===== src/rtl/gpr_wb_arbiter.sv =====
// Round-robin writeback arbiter (ALU/LSU -> single GPR write port) with a
// per-register pending-write scoreboard for read-after-write stall detection.
module gpr_wb_arbiter #(
  parameter int XLEN   = 64,
  parameter int PCNT_W = 2
) (
  input  logic            clk,
  input  logic            rst_n,
  input  logic            issue_valid,
  input  logic [4:0]      issue_rd,
  output logic            issue_full,
  input  logic            alu_valid,
  output logic            alu_ready,
  input  logic [4:0]      alu_rd,
  input  logic [XLEN-1:0] alu_data,
  input  logic            lsu_valid,
  output logic            lsu_ready,
  input  logic [4:0]      lsu_rd,
  input  logic [XLEN-1:0] lsu_data,
  output logic [4:0]      rd0_addr,
  output logic [XLEN-1:0] rd0_data,
  output logic            clk_en,
  output logic [31:0]     busy
);

  typedef enum logic {SRC_ALU = 1'b0, SRC_LSU = 1'b1} src_e;

  localparam logic [PCNT_W-1:0] CNT_MAX = '1;

  src_e                     last;
  logic                     contended;
  logic                     grant_alu;
  logic                     grant_lsu;
  logic                     accept;
  logic [4:0]               win_rd;
  logic [XLEN-1:0]          win_data;
  logic                     inc;
  logic [31:0][PCNT_W-1:0]  cnt_flat;

  // The source that lost the last contended cycle wins the next one.
  always_comb begin
    contended = alu_valid & lsu_valid;
    grant_alu = alu_valid & (~lsu_valid | (last == SRC_LSU));
    grant_lsu = lsu_valid & (~alu_valid | (last == SRC_ALU));
    accept    = grant_alu | grant_lsu;
    win_rd    = grant_lsu ? lsu_rd   : alu_rd;
    win_data  = grant_lsu ? lsu_data : alu_data;
  end

  assign alu_ready = alu_valid & grant_alu;
  assign lsu_ready = lsu_valid & grant_lsu;

  always_ff @(posedge clk or negedge rst_n) begin
    if (!rst_n) begin
      last <= SRC_ALU;
    end else if (contended) begin
      last <= grant_lsu ? SRC_LSU : SRC_ALU;
    end
  end

  // Results to x0 are accepted but never reach the register file.
  always_ff @(posedge clk or negedge rst_n) begin
    if (!rst_n) begin
      rd0_addr <= 5'd0;
      rd0_data <= '0;
      clk_en   <= 1'b0;
    end else if (accept) begin
      rd0_addr <= win_rd;
      rd0_data <= win_data;
      clk_en   <= (win_rd != 5'd0);
    end else begin
      clk_en   <= 1'b0;
    end
  end

  assign issue_full = issue_valid & (issue_rd != 5'd0) & (cnt_flat[issue_rd] == CNT_MAX);
  assign inc        = issue_valid & (issue_rd != 5'd0) & ~issue_full;

  assign cnt_flat[0] = '0;
  assign busy[0]     = 1'b0;

  for (genvar n = 1; n < 32; n++) begin : g_cnt
    logic              inc_n;
    logic              dec_n;
    logic [PCNT_W-1:0] cnt_q;

    assign inc_n = inc & (issue_rd == 5'(n));
    assign dec_n = clk_en & (rd0_addr == 5'(n));

    // A decrement on an empty counter is a protocol error; hold at zero.
    always_ff @(posedge clk or negedge rst_n) begin
      if (!rst_n) begin
        cnt_q <= '0;
      end else if (inc_n && !dec_n) begin
        cnt_q <= cnt_q + 1'b1;
      end else if (dec_n && !inc_n && (cnt_q != '0)) begin
        cnt_q <= cnt_q - 1'b1;
      end
    end

    assign cnt_flat[n] = cnt_q;
    assign busy[n]     = (cnt_q != '0);
  end

  a_no_underflow : assert property (@(posedge clk) disable iff (!rst_n)
    !(clk_en && (cnt_flat[rd0_addr] == '0)));

endmodule


===== config.mk =====
export PLATFORM = sky130hd
export DESIGN_NAME = gpr_wb_arbiter
export DESIGN_NICKNAME = d
export VERILOG_FILES = /design/src/rtl/gpr_wb_arbiter.sv
export SDC_FILE = /design/constraint.sdc
export NUM_CORES = 1
export LEC_CHECK = 0
export ABC_CLOCK_PERIOD_IN_PS = 2880
export CAP_MARGIN = 20
export CORE_MARGIN = 3
export CORE_UTILIZATION = 40
export CTS_CLUSTER_DIAMETER = 40
export DETAILED_ROUTE_END_ITERATION = 12
export PLACE_DENSITY = 0.75
export SLEW_MARGIN = 10
export SYNTH_ARGS = -nofsm -noshare
export SYNTH_HDL_FRONTEND = slang
export SYNTH_SLANG_ARGS = --single-unit

===== constraint.sdc =====
create_clock -name clk -period 2.88 [get_ports clk]
set_clock_uncertainty 0.1 [all_clocks]
set_input_delay 0.72 -clock clk [delete_from_list [all_inputs] [get_ports clk]]
set_output_delay 0.72 -clock clk [all_outputs]
set_load 0.02 [all_outputs]

**Word-level counts from Yosys, hierarchy flattened**

Index checks and enable logic that the tools add are counted.

- Output and inout bits: 105
- ROM bits: 0
- Logic and storage cells: 525
- Input port bits: 148
- Flip-flop bits (word level): 133
- RAM bits: 0
- Memories kept: 0
- Bits in latches: 0

- Shift operators: 0
- Bitwise operators: 77
- Equal/unequal tests: 63
- Reductions and logical operators: 219
- Multiplexer cells: 68
- $add $sub $neg: 62
- Div/mod/pow operators: 0
- Multipliers: 0
- $lt $le $gt $ge: 1

Operators with widths:

| cell | number |
|---|---|
| $eq 5x5->1 const B | 32 |
| $mux 2 | 63 |
| $reduce_bool 2->1 | 62 |
| $logic_and 1x1->1 | 93 |
| $eq 5x4->1 const B | 16 |
| $and 1x1->1 | 70 |
| $mux 64 | 1 |
| $add 2x1->2 const B | 31 |
| $logic_not 1->1 | 62 |
| $sub 2x1->2 const B | 31 |
| $eq 5x3->1 const B | 8 |
| $eq 5x2->1 const B | 4 |
| $bmux 2 s5 | 1 |
| $eq 5x1->1 const B | 2 |
| $reduce_bool 5->1 | 2 |
| $lt 5x6->1 const B | 1 |
| $mux 5 | 1 |
| $not 1->1 | 4 |
| $or 1x1->1 | 3 |
| $eq 2x2->1 const B | 1 |
| $mux 1 | 2 |

**Depth between registers and ports, before layout**

- Word-level depth: 12
- Mapped depth: 10
- Depth with buffers taken out: 7

**Worst setup path before layout**

OpenSTA, ideal clock, no wires.

- Path kind: input to output
- From: input port issue_rd[1]
- To: output port issue_full
- Required time: 2.060 ns
- Slack: -0.291 ns
- Path buffers: 2
- Arrival: 2.351 ns
- Stages on the path: 7
- Cells stage by stage: buf_2 buf_6 mux4_2 mux2_2 nand2b_1 a31oi_1 nor2b_1

- Longest elaborated chain between the ends: 4
- Elaborated cells between the ends (all ways): 6
- Those cells by class: eq/ne (1); mux (2); bitwise (2); reduce/logical (1)

RTL lines:

| item | line | source |
|---|---|---|
| start: declaration | 10 | `input logic [4:0] issue_rd,` |
| $bmux 2 s5 | 76 | `assign issue_full = issue_valid & (issue_rd != 5'd0) & (cnt_flat[issue_rd] == CNT_MAX);` |
| $mux 2 (not written as such) | 76 |  |
| $eq 2x2->1 | 76 |  |
| $and 1x1->1 (*) | 76 |  |
| end: declaration | 11 | `output logic issue_full,` |

Mark *: on every way between the ends. The rest lies on a longest branch, timed or not. The select of a mux whose other input is x is not followed.

**Worst setup path in the final report**

Same ends and word-level chain as after synthesis.

==> flow_summary_export.csv <==
group,metric,value,unit
sta,slew_viol_final,0,
sta,period_needed,3.06,ns
sta,setup_ws,-0.181,ns
sta,setup-tns-final,-0.181,ns
cells_and_area,area_growth,57.2,%
clocking,cts-hold-fix-buffers,0,
synth,syn-instance-count,844,
sta,hold_ws,0.162,ns
clocking,cts_root_buf,"clkbuf_16",
cells_and_area,register_area,3330,um2
cells_and_area,multiInputGateArea,3780,um2
synth,async_flop_share,100,%
worst_setup_path,cp-startpoint,"issue_rd[1]",
routing,vias,7563,
routing,top_layer,"met4",
power_and_ir_drop,p_leak,4.97,nW
synth,synth_flop_cell,"dfrtp_1",
sta,slew_headroom,63.5,%
job,drv_cap,0,
cells_and_area,post-route-util,64.9,%
synth,avgSynthCellArea,8.58,um2
floorplanning,ios,253,
worst_setup_path,cp.arrival,2.24,ns
synth,ys_warn_count,0,
cells_and_area,final_nets,1331,
sta,worstMarginPinSlew,0.548,ns
floorplanning,core-area,17500,um2
routing,drt-met1-wl,9890,um
routing,drt_iter0_drc,451,
sta,setup_viol,1,
outcome,status,"finished, violations left",
floorplanning,rows,48,
grt,grt_pass1_vias,7597,
clocking,clk_pin_slew,0.06,ns
clocking,cts.path.max_buffers,2,
cells_and_area,n_antenna_cell,0,
sta,hold_violations,0,
cells_and_area,design_area,11400,um2
grt,grt_overflow,0,
cells_and_area,fill_cells,1479,
worst_setup_path,reg2reg_from,"g_cnt[12].cnt_q[0]",
grt,grt_max_degree,68,
routing,first_pass_iters,7,
power_and_ir_drop,power-per-cell-area,718,nW/um2
place,port_buffers,251,
synth,synth_cell_types,49,
worst_setup_path,endpoint,"issue_full",
routing,antenna_left,0,
synth,synth_nets,992,
grt,antenna_found_initial,0,
routing,vias_per_cell,5.32,
routing,route.met3.wl,1520,um
routing,wl_per_cell,17.4,um
floorplanning,start_util,41.3,%
place,routabilityCongestion,0.889,
clocking,clk_latency,0.42,ns
sta,max_freq,0.327,GHz
worst_setup_path,reg2reg_to,"g_cnt[13].cnt_q[0]",
routing,drc,0,
power_and_ir_drop,vdd_drop_max,0.602,mV
routing,drt_wl_total,24700,um
floorplanning,die_w,141,um
synth,synth-edff-count,0,
worst_setup_path,critPathCaptureType,"output port",
clocking,clock_sinks,133,
worst_setup_path,crit_fanout,4,
place,dpl_cell_area,10700,um2
sta,post-route-period-util,106,%
synth,synth-seq-area-share,46.0,%
routing,met2_length,12500,um
place,detailed_place_hpwl,19100,um
outcome,failed_checks,"setup timing",
clocking,htreeDepth,4,
worst_setup_path,crit_required,2.06,ns
worst_hold_path,hold_class,"in -> async",
grt,grt_usage,25.2,%
clocking,cts_tree,"done",
synth,netlist_area,7240,um2
worst_setup_path,worstSetupStartpointType,"input pin",
floorplanning,die-height,141,um
worst_setup_path,criticalPathCategory,"in -> out",
synth,ys_ff_latch,133,
cells_and_area,drive_gt1_share,17.8,%
grt,grt_pass1_wl,39200,um
sta,rsz0062_at_grt,"yes",
worst_setup_path,r2r_slack,0.11,ns
floorplanning,dieArea,19800,um2
clocking,cts_buffers,17,
worst_setup_path,rr_worst_depth,8,
==> kinds of logic after synthesis <==
family,Yosys count,share of synthesized area [%]
buffers and inverters,50,2.92
XOR/XNOR,15,1.81
multiplexers,38,6.76
other,1,0.0518
AO/OA/AOI/OAI,175,15.2
flip-flops,133,46.0
AND/OR/NAND/NOR,432,27.3
==> worst max-delay path, cell delays in order <==
cell,delay (ns)
buf_8,0.09
mux4_2,0.49
nor2b_1,0.14
o21a_1,0.18
o22a_1,0.23
a31oi_2,0.20
nor2b_2,0.07
buf_6,0.13
==> final cells by class <==
cell class              instances  area share, %
well taps                     225           2.47
repair buffers                357           29.6
clock inverters                14           1.12
multi-input cells             661           33.2
clock buffers                  18           3.86
inverters                      13          0.429
flip-flops and latches        133           29.2
==> layer usage <==
metal	up-vias	GRT usage (%)
met5	-	0
met4	0	9.64
met3	38	6.15
met2	257	43.9
met1	3626	30.0
li1	3642	-
==> how the worst min path moves through the flow <==
stage	slack [ns]	startpoint	endpoint
after floorplan	0.32	rst_n	clk_en
after global placement	0.39	rd0_data[34]	rd0_data[34]
after detailed placement	0.40	rd0_data[1]	rd0_data[1]
after CTS	0.17	rst_n	g_cnt[9].cnt_q[0]
after global routing	0.19	rst_n	g_cnt[9].cnt_q[0]
final	0.16	rst_n	g_cnt[10].cnt_q[0]
==> synthesized netlist by cell type, types with 13 or more instances <==
cell,count,area (um2)
a21oi_1,34,170
clkbuf_1,28,105
mux2i_1,17,170
nand3_1,20,100
o21ai_0,24,120
nand2_1,72,270
xnor2_1,13,114
nor2b_1,15,93.8
inv_1,13,48.8
nand2b_1,20,125
nor2_1,215,807
dfrtp_1,133,3330
or2_2,33,206
and3_1,17,106
o22ai_1,66,413
==> through the flow <==
step / std cells / total power [mW] / worst slack, ns
6_report: 1421 / 8.17 / -0.181
5_1_grt: 1421 / 8.60 / -0.242
4_1_cts: 1420 / 8.19 / -0.205
3_3_place_gp: 1388 / 5.98 / -1.14
2_1_floorplan: 844 / 4.26 / -0.0862
3_5_place_dp: 1388 / 6.05 / -1.18
==> cell usage in the layout (no fill, tap or decap), types with 20 or more instances in the layout <==
master           instances
o21ai_0                 24
nor2_1                 215
nand2_1                 70
nand2b_1                20
a21oi_1                 34
o22ai_1                 66
dfrtp_1                133
nand3_1                 20
buf_4                  100
or2_2                   33
clkdlybuf4s50_1        243
==> registers in the layout (all words and copies together), names as in the netlist <==
name	flops
g_cnt.cnt_q	62
rd0_data	64
clk_en	1
rd0_addr	5
last	1
==> report_power, final <==
part | leakage (nW) | switching, mW | internal (mW)
Clock | 0.275 | 0.947 | 1.16
Sequential | 1.57 | 0.358 | 2.31
Combinational | 3.12 | 1.68 | 1.71
Total | 4.97 | 2.99 | 5.18
==> what timing repair did <==
action                                  in CTS  in global routing
pin swaps                                    1                  2
endpoints found under the setup margin      21                  3
resized for setup                           25                 11
setup buffers                                0                  1
No activity file was read; power rests on OpenSTA's default activity.
